$ cat src/rtl/cpu_ctrl_pkg.sv
// cpu_ctrl_pkg: shared state encoding and writeback/register constants for the CPU control path
package cpu_ctrl_pkg;
  typedef enum logic [1:0] {RUN = 2'd0, DRAIN = 2'd1, HALTED = 2'd2} state_e;
  localparam logic [1:0] M2R_ALU  = 2'b00;
  localparam logic [1:0] LOAD_SEL = 2'b01;
  localparam logic [1:0] M2R_PC   = 2'b10;
  localparam logic [4:0] REG_ZERO = 5'd0;
endpackage

$ cat src/rtl/load_use_detect.sv
// load_use_detect: flags an ID instruction reading a register still being loaded by EX
module load_use_detect
  import cpu_ctrl_pkg::*;
#(
  parameter logic [1:0] LOAD_SEL_P = LOAD_SEL
) (
  input  logic [4:0] id_rs,
  input  logic [4:0] id_rt,
  input  logic       id_uses_rs,
  input  logic       id_uses_rt,
  input  logic       ex_we,
  input  logic [1:0] ex_m2r,
  input  logic [4:0] ex_dst,
  output logic       lu
);
  always_comb
    lu = ex_we && ex_m2r == LOAD_SEL_P && ex_dst != REG_ZERO &&
         ((id_uses_rs && ex_dst == id_rs) || (id_uses_rt && ex_dst == id_rt));
endmodule

$ cat src/rtl/hazard_sequencer.sv
// hazard_sequencer: stall/flush/freeze sequencing of the 5-stage pipe, halt drain and perf counters
module hazard_sequencer
  import cpu_ctrl_pkg::*;
#(
  parameter logic [1:0] LOAD_SEL     = cpu_ctrl_pkg::LOAD_SEL,
  parameter int         DRAIN_CYCLES = 4,
  parameter int         CNT_W        = 32
) (
  input  logic             CLOCK,
  input  logic             RESET,
  input  logic [4:0]       ID_RSAddr,
  input  logic [4:0]       ID_RTAddr,
  input  logic             ID_UsesRS,
  input  logic             ID_UsesRT,
  input  logic             ID_Halt,
  input  logic             EX_RegWriteEN,
  input  logic [1:0]       EX_Mem2RegSEL,
  input  logic [4:0]       EX_DstAddr,
  input  logic             EX_BranchTaken,
  input  logic             MEM_Busy,
  output logic             PCWriteEN,
  output logic             IFIDWriteEN,
  output logic             IFIDFlush,
  output logic             IDEXFlush,
  output logic             Freeze,
  output logic             Halted,
  output logic [CNT_W-1:0] StallCount,
  output logic [CNT_W-1:0] FlushCount
);
  localparam int DW = DRAIN_CYCLES > 1 ? $clog2(DRAIN_CYCLES) : 1;
  state_e state_q, state_d;
  logic [DW-1:0] cnt_q, cnt_d;
  logic [CNT_W-1:0] stall_q, stall_d, flush_q, flush_d;
  logic lu, stall_inc, flush_inc;
  load_use_detect #(.LOAD_SEL_P(LOAD_SEL)) u_lu (
    .id_rs(ID_RSAddr),
    .id_rt(ID_RTAddr),
    .id_uses_rs(ID_UsesRS),
    .id_uses_rt(ID_UsesRT),
    .ex_we(EX_RegWriteEN),
    .ex_m2r(EX_Mem2RegSEL),
    .ex_dst(EX_DstAddr),
    .lu(lu)
  );
  always_ff @(posedge CLOCK) begin
    state_q <= state_d;
    cnt_q   <= cnt_d;
    stall_q <= RESET ? '0 : stall_d;
    flush_q <= RESET ? '0 : flush_d;
  end
  always_comb begin
    state_d = state_q;
    cnt_d   = cnt_q;
    if (RESET) begin
      state_d = RUN;
      cnt_d   = '0;
    end else if (state_q == RUN) begin
      if (!MEM_Busy && !EX_BranchTaken && !lu && ID_Halt) begin
        state_d = DRAIN;
        cnt_d   = DW'(DRAIN_CYCLES - 1);
      end
    end else if (state_q == DRAIN && !MEM_Busy) begin
      cnt_d   = cnt_q - 1'b1;
      state_d = cnt_q == '0 ? HALTED : DRAIN;
    end
  end
  // Defaults are the parked (reset/halted) values; the freeze case clears everything but Freeze.
  always_comb begin
    PCWriteEN   = 1'b0;
    IFIDWriteEN = 1'b0;
    IFIDFlush   = 1'b1;
    IDEXFlush   = 1'b1;
    Freeze      = 1'b0;
    stall_inc   = 1'b0;
    flush_inc   = 1'b0;
    if (!RESET && state_q != HALTED) begin
      if (MEM_Busy) begin
        Freeze    = 1'b1;
        IFIDFlush = 1'b0;
        IDEXFlush = 1'b0;
        stall_inc = 1'b1;
      end else if (state_q == DRAIN) begin
        IFIDWriteEN = 1'b1;
      end else if (EX_BranchTaken) begin
        PCWriteEN   = 1'b1;
        IFIDWriteEN = 1'b1;
        flush_inc   = 1'b1;
      end else if (lu) begin
        IFIDFlush = 1'b0;
        stall_inc = 1'b1;
      end else if (ID_Halt) begin
        IFIDWriteEN = 1'b1;
        IDEXFlush   = 1'b0;
      end else begin
        PCWriteEN   = 1'b1;
        IFIDWriteEN = 1'b1;
        IFIDFlush   = 1'b0;
        IDEXFlush   = 1'b0;
      end
    end
  end
  always_comb begin
    stall_d = stall_inc && !(&stall_q) ? stall_q + 1'b1 : stall_q;
    flush_d = flush_inc && !(&flush_q) ? flush_q + 1'b1 : flush_q;
  end
  assign Halted     = state_q == HALTED;
  assign StallCount = stall_q;
  assign FlushCount = flush_q;
endmodule
$ cat config.mk
export PLATFORM = sky130hd
export DESIGN_NAME = hazard_sequencer
export DESIGN_NICKNAME = d
export VERILOG_FILES = /design/src/rtl/cpu_ctrl_pkg.sv /design/src/rtl/load_use_detect.sv /design/src/rtl/hazard_sequencer.sv
export SDC_FILE = /design/constraint.sdc
export NUM_CORES = 1
export LEC_CHECK = 0
export ABC_AREA = 1
export BUFFER_PORTS_ARGS = -buffer_cell sky130_fd_sc_hd__buf_2
export CORE_MARGIN = 2
export CORE_UTILIZATION = 49
export DETAILED_ROUTE_END_ITERATION = 10
export GPL_TIMING_DRIVEN = 0
export MAX_ROUTING_LAYER = met4
export PLACE_DENSITY = 0.81
export REMOVE_ABC_BUFFERS = 1
export SYNTH_ARGS = -nofsm -noshare
export SYNTH_HDL_FRONTEND = slang
export SYNTH_HIERARCHICAL = 1
export SYNTH_SLANG_ARGS = --single-unit
$ cat constraint.sdc
create_clock -name CLOCK -period 2.2 [get_ports CLOCK]
set_input_delay 0.66 -clock CLOCK [delete_from_list [all_inputs] [get_ports CLOCK]]
set_output_delay 0.66 -clock CLOCK [all_outputs]
set_load 0.005 [all_outputs]
# Word-level counts from Yosys, hierarchy flattened
# Index checks and enable logic that the tools add are counted.
# word_totals
regBits	68
input_bits	25
out_inout_bits	70
# op_classes
n_addsub	3
n_eq_ne	7
muxes	39
reduce_logical	26
# op_table
cell	n
adder 32 x 1 -> 32 bit, second input constant	2
AND reduction 32 bit	2
2-to-1 mux 1 bit	32
2-to-1 mux 2 bit	7
logical AND 1 bit	12
== test 5 bit	2
logical NOT 1 bit	6
nonzero test 5 bit	1
== test 2 x 1 -> 1 bit, second input constant	2
logical NOT 2 bit	2
== test 2 bit, second input constant	1
!= test 2 x 1 -> 1 bit, second input constant	1
!= test 2 bit, second input constant	1
AND reduction 2 bit	1
nonzero test 2 bit	1
subtractor 2 x 1 -> 2 bit, second input constant	1
logical OR 1 bit	1

# Longest topological paths before layout
# logic_depth
word_depth	10
mapped_depth	16
mapped_depth_nobuf	16

# Modules after synthesis
# Netlist, hierarchy kept.
# by_module_without_submodules
module	instances	cells_each	area_each_um2
hazard_sequencer	1	732	4370.4
load_use_detect	1	56	229.0

# Worst setup path after synthesis
# No wires, ideal clock.
# synth_path
path_type	input to output
startpoint	input port EX_DstAddr[2]
endpoint	output port IFIDWriteEN
arrival_ns	1.470
setup_slack_ns	0.070
cell_stages	10
path_buffers	0
path_cell_list	inv_2 > nor2_1 > nor2_1 > nand3_1 > a21oi_1 > inv_1 > nor2_1 > nand2_1 > nand2_1 > nor2_1
# synth_via
elab_chain_len	9
# synth_lines
item	line	rtl
start: declaration	hazard_sequencer.sv:18	input logic [4:0] EX_DstAddr,
== test 5 bit	load_use_detect.sv:18	((id_uses_rs && ex_dst == id_rs) || (id_uses_rt && ex_dst == id_rt));
logical AND 1 bit	load_use_detect.sv:18	
logical OR 1 bit	load_use_detect.sv:18	
logical AND 1 bit (*)	load_use_detect.sv:17	lu = ex_we && ex_m2r == LOAD_SEL_P && ex_dst != REG_ZERO &&
via lu	hazard_sequencer.sv:34	logic lu, stall_inc, flush_inc;
2-to-1 mux 1 bit (*)	hazard_sequencer.sv:88	end else if (lu) begin
2-to-1 mux 1 bit (*)	hazard_sequencer.sv:84	end else if (EX_BranchTaken) begin
2-to-1 mux 1 bit (*)	hazard_sequencer.sv:82	end else if (state_q == DRAIN) begin
2-to-1 mux 1 bit (*)	hazard_sequencer.sv:77	if (MEM_Busy) begin
2-to-1 mux 1 bit (*)	hazard_sequencer.sv:76	if (!RESET && state_q != HALTED) begin
end: declaration	hazard_sequencer.sv:22	output logic IFIDWriteEN,
# The timed path passes the listed nets; every way through them passes the cells marked *.

# Worst setup path in the final report
# layout_path
startpoint	input port EX_DstAddr[1]
endpoint	output port PCWriteEN
# layout_via
elab_chain_len	9
# layout_lines
item	line	rtl
== test 5 bit	load_use_detect.sv:18	
logical AND 1 bit	load_use_detect.sv:18	
logical OR 1 bit	load_use_detect.sv:18	
logical AND 1 bit (*)	load_use_detect.sv:17	
via lu	hazard_sequencer.sv:34	
2-to-1 mux 1 bit (*)	hazard_sequencer.sv:88	
2-to-1 mux 1 bit (*)	hazard_sequencer.sv:84	
2-to-1 mux 1 bit (*)	hazard_sequencer.sv:82	
2-to-1 mux 1 bit (*)	hazard_sequencer.sv:77	
2-to-1 mux 1 bit (*)	hazard_sequencer.sv:76	
end: declaration	hazard_sequencer.sv:21	output logic PCWriteEN,
# Marked as above.

==> summary.md <==
| Metric | Value |
|---|---|
| Layout cells sized above 1 | `23.3%` |
| Slowest cell on the critical path | `a21oi_4` |
| Via count | `5200` |
| Hold-fix buffers at CTS | `0` |
| Final layout net count | `921` |
| H-tree levels | `3` |
| Layout overhead on the synthesized area | `24.3%` |
| Antenna cells | `0` |
| Vias per inst | `5.15` |
| Setup WS post-layout | `-225 ps` |
| Status | `complete, but fails checks` |
| DRC | `0` |
| Synth Register Bits | `68` |
| R2R Setup Slk | `200 ps` |
| Initial antenna violation count | `0` |
| Worst R2R Start | `StallCount[0]$_SDFFE_PP0P_` |
| CP Max Fanout | `4` |
| Grt ovf | `0` |
| Setup CP Type | `input pin to output pin` |
| DR iter-0 viols | `319` |
| CTS Buf Count | `9` |
| Global-route wire length before repair | `20000 um` |
| R2r worst-path depth | `10` |
| Util after Layout | `62.5%` |
| Worst skew pair latency | `360 ps` |
| Post-synthesis instance total | `788` |
| Final hold vios | `0` |
| PwrDens | `470 nW/um2` |
| RSZ-0062 raised after global routing | `true` |
| Failing checks | `setup timing` |
| Worst-case clock buffer depth | `2` |
| Worst Hold End | `cnt_q[1]$_SDFFE_PP0P_` |
| Total track usage | `25.1%` |
| Worst-case vdd ir drop | `315 uV` |
| Setup violators final | `5` |
| Via count of the first global-routing pass | `4485` |
| Worst endpoint required time | `1540 ps` |
| Starting Density | `50.3%` |
| Rows | `35` |
| Hold_sp | `cnt_q[1]$_SDFFE_PP0P_` |
| DP HPWL | `8940 um` |
| Wirelength per Cell | `12.7 um` |
| Reg clk slew, reported paths | `70 ps` |
| # port buffers | `94` |
| DRT Pass-1 Iters | `5` |
| Clk root buf | `clkbuf_8` |
| Leak | `2.67 nW` |
| Die area | `10200 um2` |
| Syn. warnings | `6` |
| Worst-margin pin slew | `417 ps` |
| Hold WC Path Type | `flop to flop` |
| Slew HR | `72.1%` |
| Clock sink count | `68` |
| Routed Antenna Nets | `0` |
| Pin count of the biggest net entering global routing | `56` |
| IO Pins | `95` |
| Max-Cap Viols | `0` |
| Die H | `101 um` |
| Core area | `9150 um2` |
| Synth cell types | `33` |
| Final hold slack | `472 ps` |
| Cell area after synthesis | `4600 um2` |
| Routed wire length | `12800 um` |
| Cell breakdown of the critical path | `buf_6, inv_2, nand2_1, nand2_1, nor2_2, nand3_2, a21oi_4, inv_2, nor2_4, buf_4, a211oi_2, buf_2` |
| Final period util | `110%` |
| Skew final | `19.0 ps` |
| Hold Crit Depth | `2` |
| WP data arrival | `1760 ps` |
| Max-slew violations | `0` |
| Post-route minimum period | `2420 ps` |
| Startpoint Class | `input pin` |
| Syn_area_per_cell | `5.84 um2` |
| CP max stage delay | `180 ps` |
| CP Capture Type | `output pin` |
| Chip width | `101 um` |
| Fmax | `412 MHz` |
| GP Congestion | `0.941` |
| Critical R2R Capture | `StallCount[8]$_SDFFE_PP0P_` |
| CTS tree | `done` |
| Seq/Total Area, Yosys | `29.6%` |
==> state kept, by name (all words and copies together) (netlist names) <==
register / count
FlushCount: 32
StallCount: 32
cnt_q: 2
state_q: 2
==> timing repair <==
item / CTS / global route
gates resized for setup: 29 / 52
gates cloned: 0 / 1
buffers inserted: 7 / 10
endpoints found under the setup margin: 26 / 37
pin swaps: 11 / 22
==> synth_stat cells <==
library cell  instances  share of area, %
a211oi_1              1              0.16
a21boi_0              1              0.16
a21oi_1              40               4.4
a21oi_4               1              0.35
a31oi_1               3              0.41
a41oi_1               2              0.38
and2_1                1              0.14
buf_2                 5              0.54
buf_4                 1              0.16
buf_6                 6               1.5
clkbuf_1              2              0.16
dfxtp_1              68                30
ha_1                  3              0.82
inv_1                87               7.1
inv_2                 9              0.73
nand2_1             234                19
nand2_2               8               1.1
nand2_4               5               1.2
nand3_1              74               8.1
nand3_2               1              0.22
nand3_4               1              0.38
nand3b_1              1              0.16
nand3b_4              1              0.44
nand4_1              14               1.9
nand4_2               1              0.27
nor2_1              183                15
nor2_2               10               1.4
nor2_4                4              0.98
nor2_8                1              0.44
nor3_1                5              0.54
o21ai_0               6              0.65
xnor2_1               2              0.38
xor2_1                7               1.3
==> logic make-up (layout without fill, tap and decap cells) <==
family	after synthesis	after routing	share of synthesized area, %
AO/OA/AOI/OAI	54	54	6.47
XOR/XNOR	9	9	1.71
adder cells (fa/ha/maj)	3	3	0.816
buffers and inverters	110	219	10.2
flip-flops	68	68	29.6
AND/OR/NAND/NOR	544	545	51.2
==> per-layer routing <==
metal	share of wire [%]	GRT usage, %	up-vias
met5	0	-	-
met1	46	32.6	2327
met4	1.4	8.01	0
li1	-	-	2670
met3	7.0	4.30	17
met2	45	39.9	186
==> where the power goes <==
part           leakage, nW  switching (W)  internal [W]
Clock                0.102       0.000534      0.000639
Combinational         2.02       0.000156      0.000107
Sequential           0.549      0.0000105       0.00124
Total                 2.67       0.000701       0.00199
==> cell type report <==
type	instances	area [um2]
clock buffers	10	128
clock inverters	6	88.8
fillers	827	3430
inverters	96	383
multi-input cells	611	2980
flip-flops and latches	68	1360
well taps	111	139
repair buffers	107	644
==> critical path, delay by kind of cell <==
family | cells | cell delay, ps
AO/OA/AOI/OAI | 2 | 210
buffers and inverters | 5 | 450
AND/OR/NAND/NOR | 5 | 440
==> worst max path at each step <==
stage                        from                     endpoint
detailed placement          RESET  FlushCount[20]$_SDFFE_PP0P_
floorplan           EX_DstAddr[2]                  IFIDWriteEN
CTS                 EX_DstAddr[2]                  IFIDWriteEN
finish              EX_DstAddr[1]                    PCWriteEN
global route         ID_RTAddr[1]                  IFIDWriteEN
global placement            RESET  FlushCount[20]$_SDFFE_PP0P_
==> cell usage in the layout, fill, tap and decap left out, types with 4 or more instances in the layout <==
cell and instances:
o21ai_0 6, buf_6 9, nand3_2 9, inv_1 83, nor2_2 20, nor3_1 4
inv_2 9, dfxtp_1 68, nand4_1 14, nand2_2 19, nand3_1 65, nor2_4 9
buf_4 13, a21oi_1 39, buf_2 83, nand2_4 7, clkbuf_8 9, nand2_1 220
nor2_1 169, xor2_1 7
==> metrics by stage <==
step	setup TNS, ps	area (um2)	total power (W)	setup WS, ps	std cells
after floorplan	0	4490	0.00140	70.1	774
after global placement	-18950	5100	0.00147	-729	979
after detailed placement	-20130	5100	0.00147	-747	979
after CTS	-994	5470	0.00265	-207	1002
after global routing	-1310	5720	0.00278	-309	1009
final	-840	5720	0.00269	-225	1009
No activity file was read; power rests on OpenSTA's default activity.
